--- config.mk ---
export PLATFORM = sky130hd
export DESIGN_NAME = mem_arbiter
export DESIGN_NICKNAME = d
export VERILOG_FILES = /design/src/rtl/mem_arbiter_pkg.sv /design/src/rtl/rr_pick.sv /design/src/rtl/mem_arbiter.sv
export SDC_FILE = /design/constraint.sdc
export NUM_CORES = 1
export LEC_CHECK = 0
export CAP_MARGIN = 20
export CORE_AREA = 2 2 436 438
export DETAILED_ROUTE_END_ITERATION = 8
export DIE_AREA = 0 0 438 440
export PLACE_DENSITY = 0.3
export SYNTH_ARGS = -nofsm -noshare
export SYNTH_HDL_FRONTEND = slang
export SYNTH_SLANG_ARGS = --single-unit
--- constraint.sdc ---
create_clock -name clk -period 2.3 [get_ports clk]
set_input_delay 0.345 -clock clk [delete_from_list [all_inputs] [get_ports clk]]
set_output_delay 0.345 -clock clk [all_outputs]
set_load 0.05 [all_outputs]
--- src/rtl/mem_arbiter_pkg.sv ---
// Shared encodings for the I/D cache memory arbiter: FSM states, grant side, defaults.
package mem_arbiter_pkg;

    localparam int LINE_W_DEF  = 256;
    localparam int TIMEOUT_DEF = 1023;

    typedef enum logic [1:0] {
        ST_IDLE    = 2'd0,
        ST_SERVE_D = 2'd1,
        ST_SERVE_I = 2'd2,
        ST_DONE    = 2'd3
    } state_e;

    typedef enum logic {
        GNT_I = 1'b0,
        GNT_D = 1'b1
    } grant_e;

endpackage

--- src/rtl/rr_pick.sv ---
// Two-way winner select, combinational: D wins unless D won last time and I is waiting.
// No backpressure; o_vld only says that some requester is asking.
module rr_pick
    import mem_arbiter_pkg::*;
(
    input  logic   i_ic_req,
    input  logic   i_dc_req,
    input  grant_e i_last_grant,
    output logic   o_vld,
    output grant_e o_grant
);

    always_comb begin
        o_vld   = i_ic_req | i_dc_req;
        o_grant = GNT_I;
        if (i_dc_req && !(i_last_grant == GNT_D && i_ic_req)) begin
            o_grant = GNT_D;
        end
    end

endmodule

--- src/rtl/mem_arbiter.sv ---
// Arbitrates I/D cache line misses onto one memory port; grant one edge after req, ack one edge after mem_ack.
// Requesters hold req until their ack; the core is stalled through hold_o while anything is pending.
module mem_arbiter
    import mem_arbiter_pkg::*;
#(
    parameter int ADDR_W  = 32,
    parameter int LINE_W  = LINE_W_DEF,
    parameter int TIMEOUT = TIMEOUT_DEF
) (
    input  logic              clk,
    input  logic              reset,
    input  logic              ic_req,
    input  logic [ADDR_W-1:0] ic_addr,
    input  logic              dc_req,
    input  logic [ADDR_W-1:0] dc_addr,
    input  logic              dc_we,
    input  logic [LINE_W-1:0] dc_wdata,
    input  logic              mem_ack,
    input  logic [LINE_W-1:0] mem_rdata,
    output logic              mem_req,
    output logic [ADDR_W-1:0] mem_addr,
    output logic              mem_we,
    output logic [LINE_W-1:0] mem_wdata,
    output logic              ic_ack,
    output logic              dc_ack,
    output logic [LINE_W-1:0] rdata,
    output logic              hold_o,
    output logic              err_o
);

    localparam int               CNT_W   = $clog2(TIMEOUT + 1);
    localparam logic [CNT_W-1:0] CNT_MAX = CNT_W'(TIMEOUT);

    state_e            r_state;
    state_e            w_state_nxt;
    grant_e            r_last_grant;
    grant_e            w_pick;
    logic              w_pick_vld;
    logic              w_grant;
    logic              w_ack_take;
    logic              w_serving;
    logic [CNT_W-1:0]  w_cnt_inc;

    logic              r_mem_req;
    logic [ADDR_W-1:0] r_mem_addr;
    logic              r_mem_we;
    logic [LINE_W-1:0] r_mem_wdata;
    logic              r_ic_ack;
    logic              r_dc_ack;
    logic [LINE_W-1:0] r_rdata;
    logic              r_err;
    logic [CNT_W-1:0]  r_wait_cnt;

    rr_pick u_rr_pick (
        .i_ic_req     (ic_req),
        .i_dc_req     (dc_req),
        .i_last_grant (r_last_grant),
        .o_vld        (w_pick_vld),
        .o_grant      (w_pick)
    );

    always_ff @(posedge clk or negedge reset) begin
        if (!reset) begin
            r_state <= ST_IDLE;
        end else begin
            r_state <= w_state_nxt;
        end
    end

    // DONE is a dead cycle so a requester dropping req on its ack is never re-granted.
    always_comb begin
        w_state_nxt = r_state;
        w_grant     = 1'b0;
        w_ack_take  = 1'b0;
        case (r_state)
            ST_IDLE: begin
                if (w_pick_vld) begin
                    w_grant     = 1'b1;
                    w_state_nxt = (w_pick == GNT_D) ? ST_SERVE_D : ST_SERVE_I;
                end
            end
            ST_SERVE_D, ST_SERVE_I: begin
                if (mem_ack) begin
                    w_ack_take  = 1'b1;
                    w_state_nxt = ST_DONE;
                end
            end
            ST_DONE: w_state_nxt = ST_IDLE;
            default: w_state_nxt = ST_IDLE;
        endcase
    end

    assign w_serving = (r_state == ST_SERVE_D) || (r_state == ST_SERVE_I);
    assign w_cnt_inc = (r_wait_cnt == CNT_MAX) ? r_wait_cnt : r_wait_cnt + CNT_W'(1);

    always_ff @(posedge clk or negedge reset) begin
        if (!reset) begin
            r_last_grant <= GNT_I;
            r_mem_req    <= 1'b0;
            r_mem_addr   <= '0;
            r_mem_we     <= 1'b0;
            r_mem_wdata  <= '0;
            r_ic_ack     <= 1'b0;
            r_dc_ack     <= 1'b0;
            r_rdata      <= '0;
            r_err        <= 1'b0;
            r_wait_cnt   <= '0;
        end else begin
            r_ic_ack <= 1'b0;
            r_dc_ack <= 1'b0;
            if (w_grant) begin
                r_mem_req    <= 1'b1;
                r_wait_cnt   <= '0;
                r_last_grant <= w_pick;
                if (w_pick == GNT_D) begin
                    r_mem_addr  <= dc_addr;
                    r_mem_we    <= dc_we;
                    r_mem_wdata <= dc_wdata;
                end else begin
                    r_mem_addr <= ic_addr;
                    r_mem_we   <= 1'b0;
                end
            end else if (w_ack_take) begin
                r_mem_req <= 1'b0;
                r_rdata   <= mem_rdata;
                if (r_state == ST_SERVE_D) begin
                    r_dc_ack <= 1'b1;
                end else begin
                    r_ic_ack <= 1'b1;
                end
            end else if (w_serving) begin
                // Timeout only flags; the transaction keeps waiting for its ack.
                r_wait_cnt <= w_cnt_inc;
                if (w_cnt_inc == CNT_MAX) begin
                    r_err <= 1'b1;
                end
            end
        end
    end

    assign mem_req   = r_mem_req;
    assign mem_addr  = r_mem_addr;
    assign mem_we    = r_mem_we;
    assign mem_wdata = r_mem_wdata;
    assign ic_ack    = r_ic_ack;
    assign dc_ack    = r_dc_ack;
    assign rdata     = r_rdata;
    assign err_o     = r_err;
    assign hold_o    = ic_req | dc_req | w_serving;

endmodule
==> results by group <==
GRT
  • Antenna violations before repair: 51
  • Total track usage: 0.126
  • Pin count of the biggest net entering global routing: 75
  • Grt ovf: 0
  • Vias in the first global route: 18300
  • Global-route wire length before repair: 167 mm

Floorplanning
  • Cell row count: 160
  • IO Count: 1132
  • Total die area: 193000 sq um
  • Chip Width: 438 um
  • Initial Util: 0.115
  • Die span in y: 440 um
  • CORE AREA: 189000 sq um

Power and ir drop
  • Worst vdd ir: 0.000698 V
  • LEAKAGE: 16.1 nW
  • Pwr per Cell Area: 1800 nW/um^2
  • PnR Total Power: 69.3 mW

Routing
  • DR WL met3: 10.7 mm
  • WL per Instance: 24.3 um
  • DR pass1 iterations: 5
  • Top Layer Used: met5
  • Antenna Nets Post-Route: 0
  • Starting DRC count in detailed routing: 558
  • Vias/cell: 3.22
  • Detailed-route via count: 16700
  • Met2 Routed Length: 64.5 mm
  • DRC viols: 0
  • Wl on met1: 48.1 mm
  • Total wire length: 126 mm

Critical path
  • Slack of the worst reg-to-reg path: 0.21 ns
  • Worst EP arrival: 1.92 ns
  • Startpoint types: flop
  • CP Cell Sequence: inv_2, ha_4, or3_4, buf_8
  • Kind of critical path: flop to primary output
  • Setup crit end kind: primary output
  • Worst EP required: 1.96 ns
  • Critical Path Sink: hold_o
  • WP depth: 4
  • Critical-path cell with the highest stage delay: dfrtp_1
  • CP max stage delay: 0.40 ns
  • R2R depth: 8
  • Reg-to-Reg End: rdata[179]$_DFFE_PN0P_
  • WP buf/inv: 2
  • CP delay by family, top: flip-flops
  • Worst Setup SP: r_state[0]$_DFFE_PN0P_
  • Reg2Reg Launch Point: r_state[0]$_DFFE_PN0P_
  • Critical path peak fanout: 2

Run status
  • Status: finished, final reports clean

Clock network
  • Clock-pin slew on the worst setup and hold paths: 0.06 ns
  • H-tree depth: 3
  • Maximum buffer depth of the clock tree: 3
  • Root Buffer: clkbuf_16
  • Latest clock arrival within the worst-skew pair: 0.69 ns
  • CTS sink count: 562
  • CTS tree: yes
  • Inserted Clock Buffers: 80

Timing
  • Fmax: 442 MHz
  • WHS: 0.201 ns
  • Final hold viol count: 0
  • Setup WS post-layout: 0.0357 ns
  • Clock Skews: 0.0179 ns
  • Final setup viols: 0
  • Tightest Pin Transition: 0.825 ns
  • RSZ-0062 raised after global routing: true
  • Slew Viols, Final: 0
  • Final Cycle Share: 0.984
  • Min Tclk post-route: 2.26 ns
  • Max-slew headroom: 0.450

Placement
  • Pre-CTS setup slack: -0.101 ns
  • Post-DP HPWL: 104 mm
  • Port Buf Inserts: 1131
  • Placer Congestion: 0.893

Finish
  • Nets: 3184
  • Layout cells sized above 1: 0.222
  • Core Util, Final: 0.204
  • Synth-to-Final Area Change: 77.6%
  • Filler instances: 20400

Synthesis
  • Warnings, synthesis: 0
  • Post-Syn Instances: 1373
  • Synth Register Bits: 562
  • Mapped cell area: 21600 sq um
  • Count of different cell masters after synthesis: 43
  • Seq/Total Area, Yosys: 0.650
  • Syn_area_per_cell: 15.8 sq um
  • Mapped Nets: 1958

Hold path
  • Hold Crit Class: input port to asynchronous set/reset pin

Run
  • Maxcap violations: 0
[layout by cell type, fill, tap and decap left out, drive strengths merged, types with 3 or more instances in the layout]
| master | n |
|---|---|
| clkinv | 10 |
| dfrtp | 562 |
| clkdlybuf4s50 | 676 |
| dlygate4sd2 | 341 |
| clkbuf | 119 |
| o21ai | 6 |
| ha | 3 |
| nand4 | 3 |
| and2 | 3 |
| nor2 | 40 |
| mux2 | 512 |
| inv | 7 |
| a31oi | 32 |
| diode | 16 |
| nor3 | 5 |
| nand2 | 80 |
| nand3 | 8 |
| a21oi | 9 |
| buf | 183 |
| dlymetal6s2s | 20 |
[routing by layer]
metal,global-route usage,up-vias
met1,0.144,8557
met3,0.0477,161
met4,0.0260,2
li1,-,7340
met2,0.224,637
met5,0,-
[worst register-to-register path, delay by kind of cell, from the launching register on]
kind	cells	cell delay (ns)
fa+ha+maj	1	0.27
buf+inv	4	0.66
flops	1	0.38
mux	1	0.42
simple gates	2	0.24
[cell type report]
class                      count  area [sq um]  area share
sequential                   562         14100       0.366
clock inverter                16           159     0.00414
antenna                       16          40.0     0.00104
multi-input combinational    730          6930       0.180
timing repair buffer        1221         11700       0.305
inverter                       4          15.0    0.000391
clock buffer                 119          2340      0.0609
tap                         2511          3140      0.0818
[kinds of logic after synthesis]
logic type	count (synthesis)	share of synthesized area
xor gates and xnor gates	3	0.00121
buffers and inverters	81	0.0311
and+or+nand+nor	148	0.0293
DFF	562	0.650
adders and majority gates	3	0.00174
muxes	514	0.267
AOI/OAI and AO/OA	62	0.0190
[Yosys cell counts, drive strengths merged]
master / count / share of area
dfrtp: 562 / 0.65
mux2: 512 / 0.27
nand2: 80 / 0.014
buf: 66 / 0.029
nor2: 40 / 0.0071
a31oi: 32 / 0.0093
clkbuf: 11 / 0.0019
a21oi: 9 / 0.0021
nand3: 8 / 0.0019
o21ai: 6 / 0.0014
nor3: 5 / 0.0012
inv: 4 / 0.00069
and2: 3 / 0.00087
ha: 3 / 0.0017
nand4: 3 / 0.0012
a221oi: 2 / 0.00081
a311oi: 2 / 0.00081
and4: 2 / 0.00081
mux2i: 2 / 0.00093
nand2b: 2 / 0.00058
o21a: 2 / 0.00069
o32ai: 2 / 0.00081
or3: 2 / 0.00058
xor2: 2 / 0.00081
a211oi: 1 / 0.00035
a32o: 1 / 0.00046
a41oi: 1 / 0.00040
and3: 1 / 0.00029
nor2b: 1 / 0.00029
nor4b: 1 / 0.00040
o2111ai: 1 / 0.00040
o211a: 1 / 0.00046
o31ai: 1 / 0.00035
o41ai: 1 / 0.00075
xnor2: 1 / 0.00040
[worst min-delay path by stage]
stage | endpoint | from | slack [ns] | depth (start not counted)
after global routing | mem_addr[4]$_DFFE_PN0P_ | dc_addr[4] | 0.16 | 3
after global placement | mem_wdata[87]$_DFFE_PN0P_ | reset | 0.35 | 1
after detailed placement | mem_wdata[87]$_DFFE_PN0P_ | reset | 0.36 | 1
after CTS | mem_addr[4]$_DFFE_PN0P_ | dc_addr[4] | 0.11 | 3
final | mem_wdata[87]$_DFFE_PN0P_ | reset | 0.20 | 2
after floorplan | dc_ack$_DFF_PN0_ | reset | 0.05 | 0
[per-stage QoR]
stage	cell area, sq um	instances	setup TNS (ns)
floorplan	21600	1373	0
global placement	36200	5022	-4.89
finish	38400	5179	0
detailed placement	36200	5022	-9.76
CTS	38300	5162	-0.0433
global route	38400	5167	-0.0607
[repair_timing]
item | in CTS | in global routing
pin swaps | 2 | 0
hold endpoints to repair | 108 | 0
endpoints found under the setup margin | 342 | 21
gates cloned | 0 | 0
resized for setup | 347 | 20
hold buffers | 1 | 0
setup buffers | 4 | 1
[power breakdown]
group,internal (mW),switching (mW)
sequential,15.0,3.30
clock,7.20,4.91
combinational,12.1,26.8
[registers in the layout (all words and copies together) (netlist names)]
| register | cells |
|---|---|
| mem_wdata | 256 |
| rdata | 256 |
| mem_addr | 32 |
| r_wait_cnt | 10 |
| r_state | 2 |
| dc_ack | 1 |
| err_o | 1 |
| ic_ack | 1 |
| mem_req | 1 |
| mem_we | 1 |
| r_last_grant | 1 |
(Power assumes the default switching activity.)
